**src/rtl/if2id_hs_pkg.sv**
```systemverilog
// rtl/if2id_hs_pkg.sv - shared types and helpers for the if2id_hs fetch-to-decode stage
`ifndef INST_NOP
`define INST_NOP 32'h00000013
`endif

package if2id_hs_pkg;

  typedef enum logic [1:0] {
    SRC_NONE  = 2'd0,
    SRC_SKID  = 2'd1,
    SRC_INPUT = 2'd2
  } main_src_e;

  // Occupancy from the two valid tags; skid is only ever valid behind a valid main.
  function automatic logic [1:0] occ_count(input logic main_v, input logic skid_v);
    return {main_v & skid_v, main_v ^ skid_v};
  endfunction

endpackage

```
**src/rtl/pipe_slot.sv**
```systemverilog
// rtl/pipe_slot.sv - one valid-tagged instruction/address entry with load, clear and reset-to-NOP
module pipe_slot #(
  parameter int                INST_W   = 32,
  parameter int                ADDR_W   = 32,
  parameter logic [INST_W-1:0] NOP_INST = `INST_NOP
) (
  input  logic              clk,
  input  logic              rstn,
  input  logic              clear_i,
  input  logic              load_i,
  input  logic              valid_i,
  input  logic [INST_W-1:0] inst_i,
  input  logic [ADDR_W-1:0] addr_i,
  output logic              valid_o,
  output logic [INST_W-1:0] inst_o,
  output logic [ADDR_W-1:0] addr_o
);

  logic              valid_q, valid_d;
  logic [INST_W-1:0] inst_q, inst_d;
  logic [ADDR_W-1:0] addr_q, addr_d;

  // Loading an invalid entry empties the slot, so an empty slot always shows NOP/0.
  always_comb begin
    valid_d = valid_q;
    inst_d  = inst_q;
    addr_d  = addr_q;
    if (clear_i) begin
      valid_d = 1'b0;
      inst_d  = NOP_INST;
      addr_d  = '0;
    end else if (load_i) begin
      valid_d = valid_i;
      inst_d  = valid_i ? inst_i : NOP_INST;
      addr_d  = valid_i ? addr_i : '0;
    end
  end

  always_ff @(posedge clk) begin
    if (!rstn) begin
      valid_q <= 1'b0;
      inst_q  <= NOP_INST;
      addr_q  <= '0;
    end else begin
      valid_q <= valid_d;
      inst_q  <= inst_d;
      addr_q  <= addr_d;
    end
  end

  assign valid_o = valid_q;
  assign inst_o  = inst_q;
  assign addr_o  = addr_q;

endmodule

```
**src/rtl/if2id_hs.sv**
```systemverilog
// rtl/if2id_hs.sv - handshaked IF->ID stage with flush; SKID_BUF_EN adds a skid entry and registered up_ready_o
module if2id_hs
  import if2id_hs_pkg::*;
#(
  parameter int                INST_W   = 32,
  parameter int                ADDR_W   = 32,
  parameter logic [INST_W-1:0] NOP_INST = `INST_NOP
) (
  input  logic              clk,
  input  logic              rstn,
  input  logic              up_valid_i,
  output logic              up_ready_o,
  input  logic [INST_W-1:0] inst_i,
  input  logic [ADDR_W-1:0] inst_addr_i,
  input  logic              flush_i,
  output logic              dn_valid_o,
  input  logic              dn_ready_i,
  output logic [INST_W-1:0] inst_o,
  output logic [ADDR_W-1:0] inst_addr_o,
  output logic [1:0]        occ_o
);

  logic              main_valid;
  logic              skid_valid;
  logic [INST_W-1:0] skid_inst;
  logic [ADDR_W-1:0] skid_addr;
  logic              up_fire;
  logic              main_free;
  main_src_e         main_src;
  logic              main_load_valid;
  logic [INST_W-1:0] main_inst_in;
  logic [ADDR_W-1:0] main_addr_in;

`ifdef SKID_BUF_EN
  logic skid_load;
  logic skid_load_valid;

  // skid_valid is a flop, so upstream ready has no path from dn_ready_i.
  assign up_ready_o = ~skid_valid;

  // Skid captures only when main is held; it drains into main as soon as main frees.
  assign skid_load_valid = up_fire & main_valid & ~dn_ready_i;
  assign skid_load       = skid_load_valid | (skid_valid & main_free);

  pipe_slot #(
    .INST_W   (INST_W),
    .ADDR_W   (ADDR_W),
    .NOP_INST (NOP_INST)
  ) u_skid (
    .clk     (clk),
    .rstn    (rstn),
    .clear_i (flush_i),
    .load_i  (skid_load),
    .valid_i (skid_load_valid),
    .inst_i  (inst_i),
    .addr_i  (inst_addr_i),
    .valid_o (skid_valid),
    .inst_o  (skid_inst),
    .addr_o  (skid_addr)
  );
`else
  assign skid_valid = 1'b0;
  assign skid_inst  = NOP_INST;
  assign skid_addr  = '0;
  assign up_ready_o = dn_ready_i | ~main_valid;
`endif

  assign up_fire   = up_valid_i & up_ready_o;
  assign main_free = ~main_valid | dn_ready_i;

  always_comb begin
    main_src = SRC_NONE;
    if (skid_valid) begin
      main_src = SRC_SKID;
    end else if (up_fire) begin
      main_src = SRC_INPUT;
    end
  end

  always_comb begin
    main_load_valid = 1'b0;
    main_inst_in    = inst_i;
    main_addr_in    = inst_addr_i;
    unique case (main_src)
      SRC_SKID: begin
        main_load_valid = 1'b1;
        main_inst_in    = skid_inst;
        main_addr_in    = skid_addr;
      end
      SRC_INPUT: main_load_valid = 1'b1;
      default:   main_load_valid = 1'b0;
    endcase
  end

  pipe_slot #(
    .INST_W   (INST_W),
    .ADDR_W   (ADDR_W),
    .NOP_INST (NOP_INST)
  ) u_main (
    .clk     (clk),
    .rstn    (rstn),
    .clear_i (flush_i),
    .load_i  (main_free),
    .valid_i (main_load_valid),
    .inst_i  (main_inst_in),
    .addr_i  (main_addr_in),
    .valid_o (main_valid),
    .inst_o  (inst_o),
    .addr_o  (inst_addr_o)
  );

  assign dn_valid_o = main_valid;
  assign occ_o      = occ_count(main_valid, skid_valid);

endmodule

```
**config.mk**
```make
export PLATFORM = sky130hd
export DESIGN_NAME = if2id_hs
export DESIGN_NICKNAME = d
export VERILOG_FILES = /design/src/rtl/if2id_hs_pkg.sv /design/src/rtl/pipe_slot.sv /design/src/rtl/if2id_hs.sv
export SDC_FILE = /design/constraint.sdc
export NUM_CORES = 1
export LEC_CHECK = 0
export ABC_AREA = 1
export CAP_MARGIN = 20
export CORE_ASPECT_RATIO = 1.25
export CORE_MARGIN = 4
export CORE_UTILIZATION = 38
export CTS_CLUSTER_SIZE = 25
export DETAILED_ROUTE_END_ITERATION = 8
export PLACE_DENSITY = 0.77
export SETUP_SLACK_MARGIN = 0.02
export SLEW_MARGIN = 10
export SYNTH_ARGS = -nofsm -noshare
export SYNTH_HDL_FRONTEND = slang
export SYNTH_SLANG_ARGS = --single-unit
```
**constraint.sdc**
```tcl
create_clock -name clk -period 1.2 [get_ports clk]
set_input_delay 0.24 -clock clk [delete_from_list [all_inputs] [get_ports clk]]
set_output_delay 0.24 -clock clk [all_outputs]
set_load 0.05 [all_outputs]
```
Word level (Yosys, flattened, before mapping):

Index checks and enable logic that the tools add are counted.

* equal/unequal tests: 2
* muxes and demuxes: 6
* bitwise gates (word level): 4
* reductions and logical operators: 2

Operator list (number)
* $mux 32: 4
* $reduce_or 2->1: 2
* $eq 2x1->1 const B: 1
* $eq 2x2->1 const B: 1
* $mux 2: 1
* $not 1->1: 2
* $and 1x1->1: 1
* $mux 1: 1
* $or 1x1->1: 1

* register bits: 65
* input bits: 69
* output and inout bits: 68
* word-level logic and storage cells: 17

Longest topological paths before layout:

* depth after elaboration: 8
* depth in mapped cells: 6

Modules after synthesis:

A second synthesis with hierarchy kept.

* cell total of the unflattened synthesis: 304
* area total of the unflattened synthesis: 2950.3 µm²

By module, submodules not included
* pipe_slot: times used 1, cells each 297, area an instance 2911.5 µm², sequential area each 1301.2 µm²
* if2id_hs: times used 1, cells each 7, area an instance 38.8 µm², sequential area each 0.0 µm²

Least setup slack after synthesis:

Ideal clock, no wire load.

* path type: reg-to-reg
* start point: register u_main.valid_q, in the netlist u_main.valid_o
* end point: register u_main.addr_q[0], in the netlist u_main.addr_o[0]
* data arrival time: 1.331 ns
* data required time: 1.130 ns
* slack: -0.202 ns
* stages on the path, launching flop included: 6
* period minus slack after synthesis: 1.402 ns
* path through: dfxtp_1 -> inv_2 -> nor2_4 -> buf_6 -> nand2_1 -> a21oi_1

* word-level cells in the longest chain between the ends: 8
* elaborated cells on any way between the ends: 10

Ends and longest elaborated chain
* start, declared: RTL line pipe_slot.sv:19 `logic valid_q, valid_d;`
* start signal, assigned: RTL line pipe_slot.sv:45 `valid_q <= valid_d;`
* $not 1->1 *: RTL line if2id_hs.sv:65, if2id_hs.sv:69
* $or 1x1->1 *: RTL line if2id_hs.sv:65, if2id_hs.sv:69
* $and 1x1->1: RTL line if2id_hs.sv:68 `assign up_fire = up_valid_i & up_ready_o;`
* $mux 2: RTL line if2id_hs.sv:75 `end else if (up_fire) begin`
* $eq 2x2->1 or $eq 2x1->1 (tied branches): RTL line if2id_hs.sv:84 `unique case (main_src)`
* $reduce_or 2->1 (no source line)
* $mux 1: RTL line if2id_hs.sv:84
* $mux 32: RTL line pipe_slot.sv:35 `addr_d = valid_i ? addr_i : '0;`
* end signal, assigned: RTL line pipe_slot.sv:47 `addr_q <= addr_d;`
* end, declared: RTL line pipe_slot.sv:21 `logic [ADDR_W-1:0] addr_q, addr_d;`

Mark *: on every way between the ends. The rest lies on a longest branch, timed or not.
A chain may end at the register's enable or synchronous reset.

Worst setup path after layout:

* start point: register u_main.valid_q, in the netlist u_main.valid_o
* end point: output up_ready_o

* word-level cells in the longest chain between the ends: 2

Ends and longest elaborated chain
* $not 1->1: RTL line if2id_hs.sv:65 `assign up_ready_o = dn_ready_i | ~main_valid;`
* $or 1x1->1: RTL line if2id_hs.sv:65
* end, declared: RTL line if2id_hs.sv:12 `output logic up_ready_o,`

Every way passes these cells.

==> run_results.csv <==
group,metric,value,unit
outcome,outcome,"finished with violations",
outcome,violations,"setup timing",
timing,skew,0.0115,ns
power_and_ir_drop,peakVddDrop,0.771,mV
timing,rsz0062_at_grt,"yes",
clock_tree,clock_sink_count,65,
yosys,synth_compound_area_frac,0.135,
drt,ant_nets,0,
timing,period_share,1.00,
yosys,yosys_warnings,0,
yosys,synthMuxAreaShare,0,
setup_path,timing.rr.end,"u_main.inst_o[18]",
clock_tree,clk_pin_slew,0.08,ns
yosys,synth_top_family_by_area,"simple AND/OR/NAND/NOR gates",
yosys,netlist_instances,295,
setup_path,cp-end-kind,"primary output",
clock_tree,cts_tree,"yes",
power_and_ir_drop,power_density,1080,nW/um^2
drt,avgRoutedWirePerCell,16.7,um
setup_path,worstSetupPathType,"flop to primary output",
timing,whs,0.353,ns
grt,grt-ovfl-total,0,
timing,fin_ws,-0.00303,ns
hold_path,min_path_cells,3,
yosys,synth.net_count,364,
finish,area_growth,104,%
floorplanning,initial_core_util,0.392,
placement,placedInstanceArea,4550,um^2
drt,routed_wirelength,8770,um
job,drv_cap,0,
setup_path,worstRegToRegCells,5,
finish,final_common_cell,"buf_12",
power_and_ir_drop,p_leak,1.88,nW
clock_tree,clkLatencyLatePin,0.34,ns
drt,drt-pass1-iter-count,5,
timing,setup_violations,2,
setup_path,worst_ep_required_time,0.96,ns
clock_tree,numCtsBuffers,9,
yosys,synthAdderAreaFrac,0,
drt,avgViaCountPerCell,5.09,
yosys,syn_area,2420,um^2
yosys,synth_cell_types,16,
setup_path,critPathArrivalTime,0.96,ns
yosys,synth_xor_xnor_area_share,0,
hold_path,hold_end,"u_main.inst_o[25]",
floorplanning,core_area,6170,um^2
grt,grt_max_degree,37,
hold_path,worstHoldStart,"up_valid_i",
finish,final_area,4940,um^2
setup_path,cp_max_fo,4,
yosys,avgSynthCellArea,8.19,um^2
finish,final_cell_mix,"buf_12 (74), clkdlybuf4s50_1 (66), nand3_1 (64), nand2_1 (64), dfxtp_1 (64)",
yosys,synth-seq-cells,65,
timing,hold_viol,0,
setup_path,start_kind,"flop",
floorplanning,dieArea,7710,um^2
setup_path,timing.rr.start,"u_main.valid_o",
clock_tree,htree_levels,3,
grt,antenna_found_initial,0,
grt,grt_pass1_vias,2475,
placement,place_congestion,0.735,
yosys,seq_area_frac_synth,0.538,
grt,track_usage,0.199,
timing,setup_tns,-0.00395,ns
timing,layout_min_cycle_time,1.20,ns
drt,drc_errors,0,
timing,max_freq,831,MHz
finish,layout-drive-gt1-share,0.257,
floorplanning,io_pins,137,
clock_tree,cts_buffer_depth,2,
setup_path,reg2reg_slack,-0.003,ns
floorplanning,die_x,79.3,um
placement,dp_hpwl,5700,um
floorplanning,dieHeight,97.2,um
floorplanning,num_rows,32,
placement,port_buffers,135,
clock_tree,cts-root-buf,"clkbuf_8",
yosys,synthSimpleGateAreaFrac,0.241,
drt,drt_iter0_drc,189,
timing,drv_slew,0,
grt,grt_pass1_wl,12000,um
drt,vias,2667,
finish,nets,503,
hold_path,hold_class,"input port to flop",
finish,diodes,0,
-- routing by layer --
layer / part of all wire / track usage / vias to the layer above
li1: - / - / 1269
met1: 0.36 / 0.208 / 1263
met2: 0.54 / 0.347 / 118
met3: 0.075 / 0.0622 / 17
met4: 0.024 / 0.106 / 0
met5: 0 / 0 / -
-- worst max-delay path: stages, from the launching register on --
cell and delay (ns):
dfxtp_4 0.40, nand2_4 0.08, buf_12 0.15
-- where the power goes --
part           total (W)  internal, W  leakage [nW]  switching, W
logic            0.00103     0.000556          1.25      0.000472
clock network    0.00204      0.00117         0.109      0.000873
registers        0.00229      0.00222         0.530     0.0000700
-- worst max-delay path by stage --
stage,start,end,slack [ns],depth (start not counted)
6_report,u_main.valid_o,up_ready_o,-0.003,2
4_1_cts,u_main.valid_o,up_ready_o,-0.02,2
2_1_floorplan,u_main.valid_o,u_main.addr_o[0],0.07,5
3_3_place_gp,dn_ready_i,u_main.addr_o[2],-0.26,6
5_1_grt,u_main.valid_o,u_main.inst_o[7],-0.07,5
3_5_place_dp,dn_ready_i,u_main.addr_o[3],-0.33,6
-- cells in the mapped netlist --
| cell type | instances | share of area |
|---|---|---|
| nand3_1 | 64 | 0.13 |
| a21oi_1 | 62 | 0.13 |
| clkbuf_1 | 5 | 0.0078 |
| inv_2 | 3 | 0.0047 |
| o21ai_0 | 3 | 0.0062 |
| nor2_4 | 1 | 0.0047 |
| buf_6 | 7 | 0.033 |
| dfxtp_1 | 65 | 0.54 |
| nand2_1 | 64 | 0.099 |
| buf_4 | 6 | 0.019 |
| inv_1 | 2 | 0.0031 |
| buf_1 | 5 | 0.0078 |
| buf_2 | 5 | 0.010 |
| conb_1 | 1 | 0.0016 |
| nor2_1 | 1 | 0.0016 |
| nand2_2 | 1 | 0.0026 |
-- through the flow --
stage / instances / power, W / util / setup WS, ns
2_1_floorplan: 295 / 0.00273 / - / 0.0735
3_3_place_gp: 501 / 0.00330 / 0.738 / -0.262
3_5_place_dp: 501 / 0.00332 / 0.738 / -0.333
4_1_cts: 518 / 0.00535 / 0.775 / -0.0243
5_1_grt: 524 / 0.00552 / 0.801 / -0.0719
6_report: 524 / 0.00536 / 0.801 / -0.00303
-- cells by family after synthesis --
logic type      Yosys count
simple gates            131
compound gates           65
flops                    65
buf+inv                  33
other cells               1
-- final cells by class --
type / count / area, um^2
fill: 378 / 1220
clock buffer: 9 / 124
sequential: 65 / 1310
multi-input combinational: 197 / 923
clock inverter: 7 / 95.1
tap: 85 / 106
inverter: 5 / 18.8
timing repair buffer: 156 / 2370
-- sequential cells by signal (all words and copies together) (netlist names) --
register        flops
u_main.addr_o      32
u_main.valid_o      1
u_main.inst_o      32
-- what timing repair did --
action	CTS	global route
pin swaps	1	7
gates cloned	0	5
hold buffers	0	0
endpoints found under the setup margin	2	20
gates resized for setup	2	3
setup buffers	1	1
No activity file was read; power rests on OpenSTA's default activity.
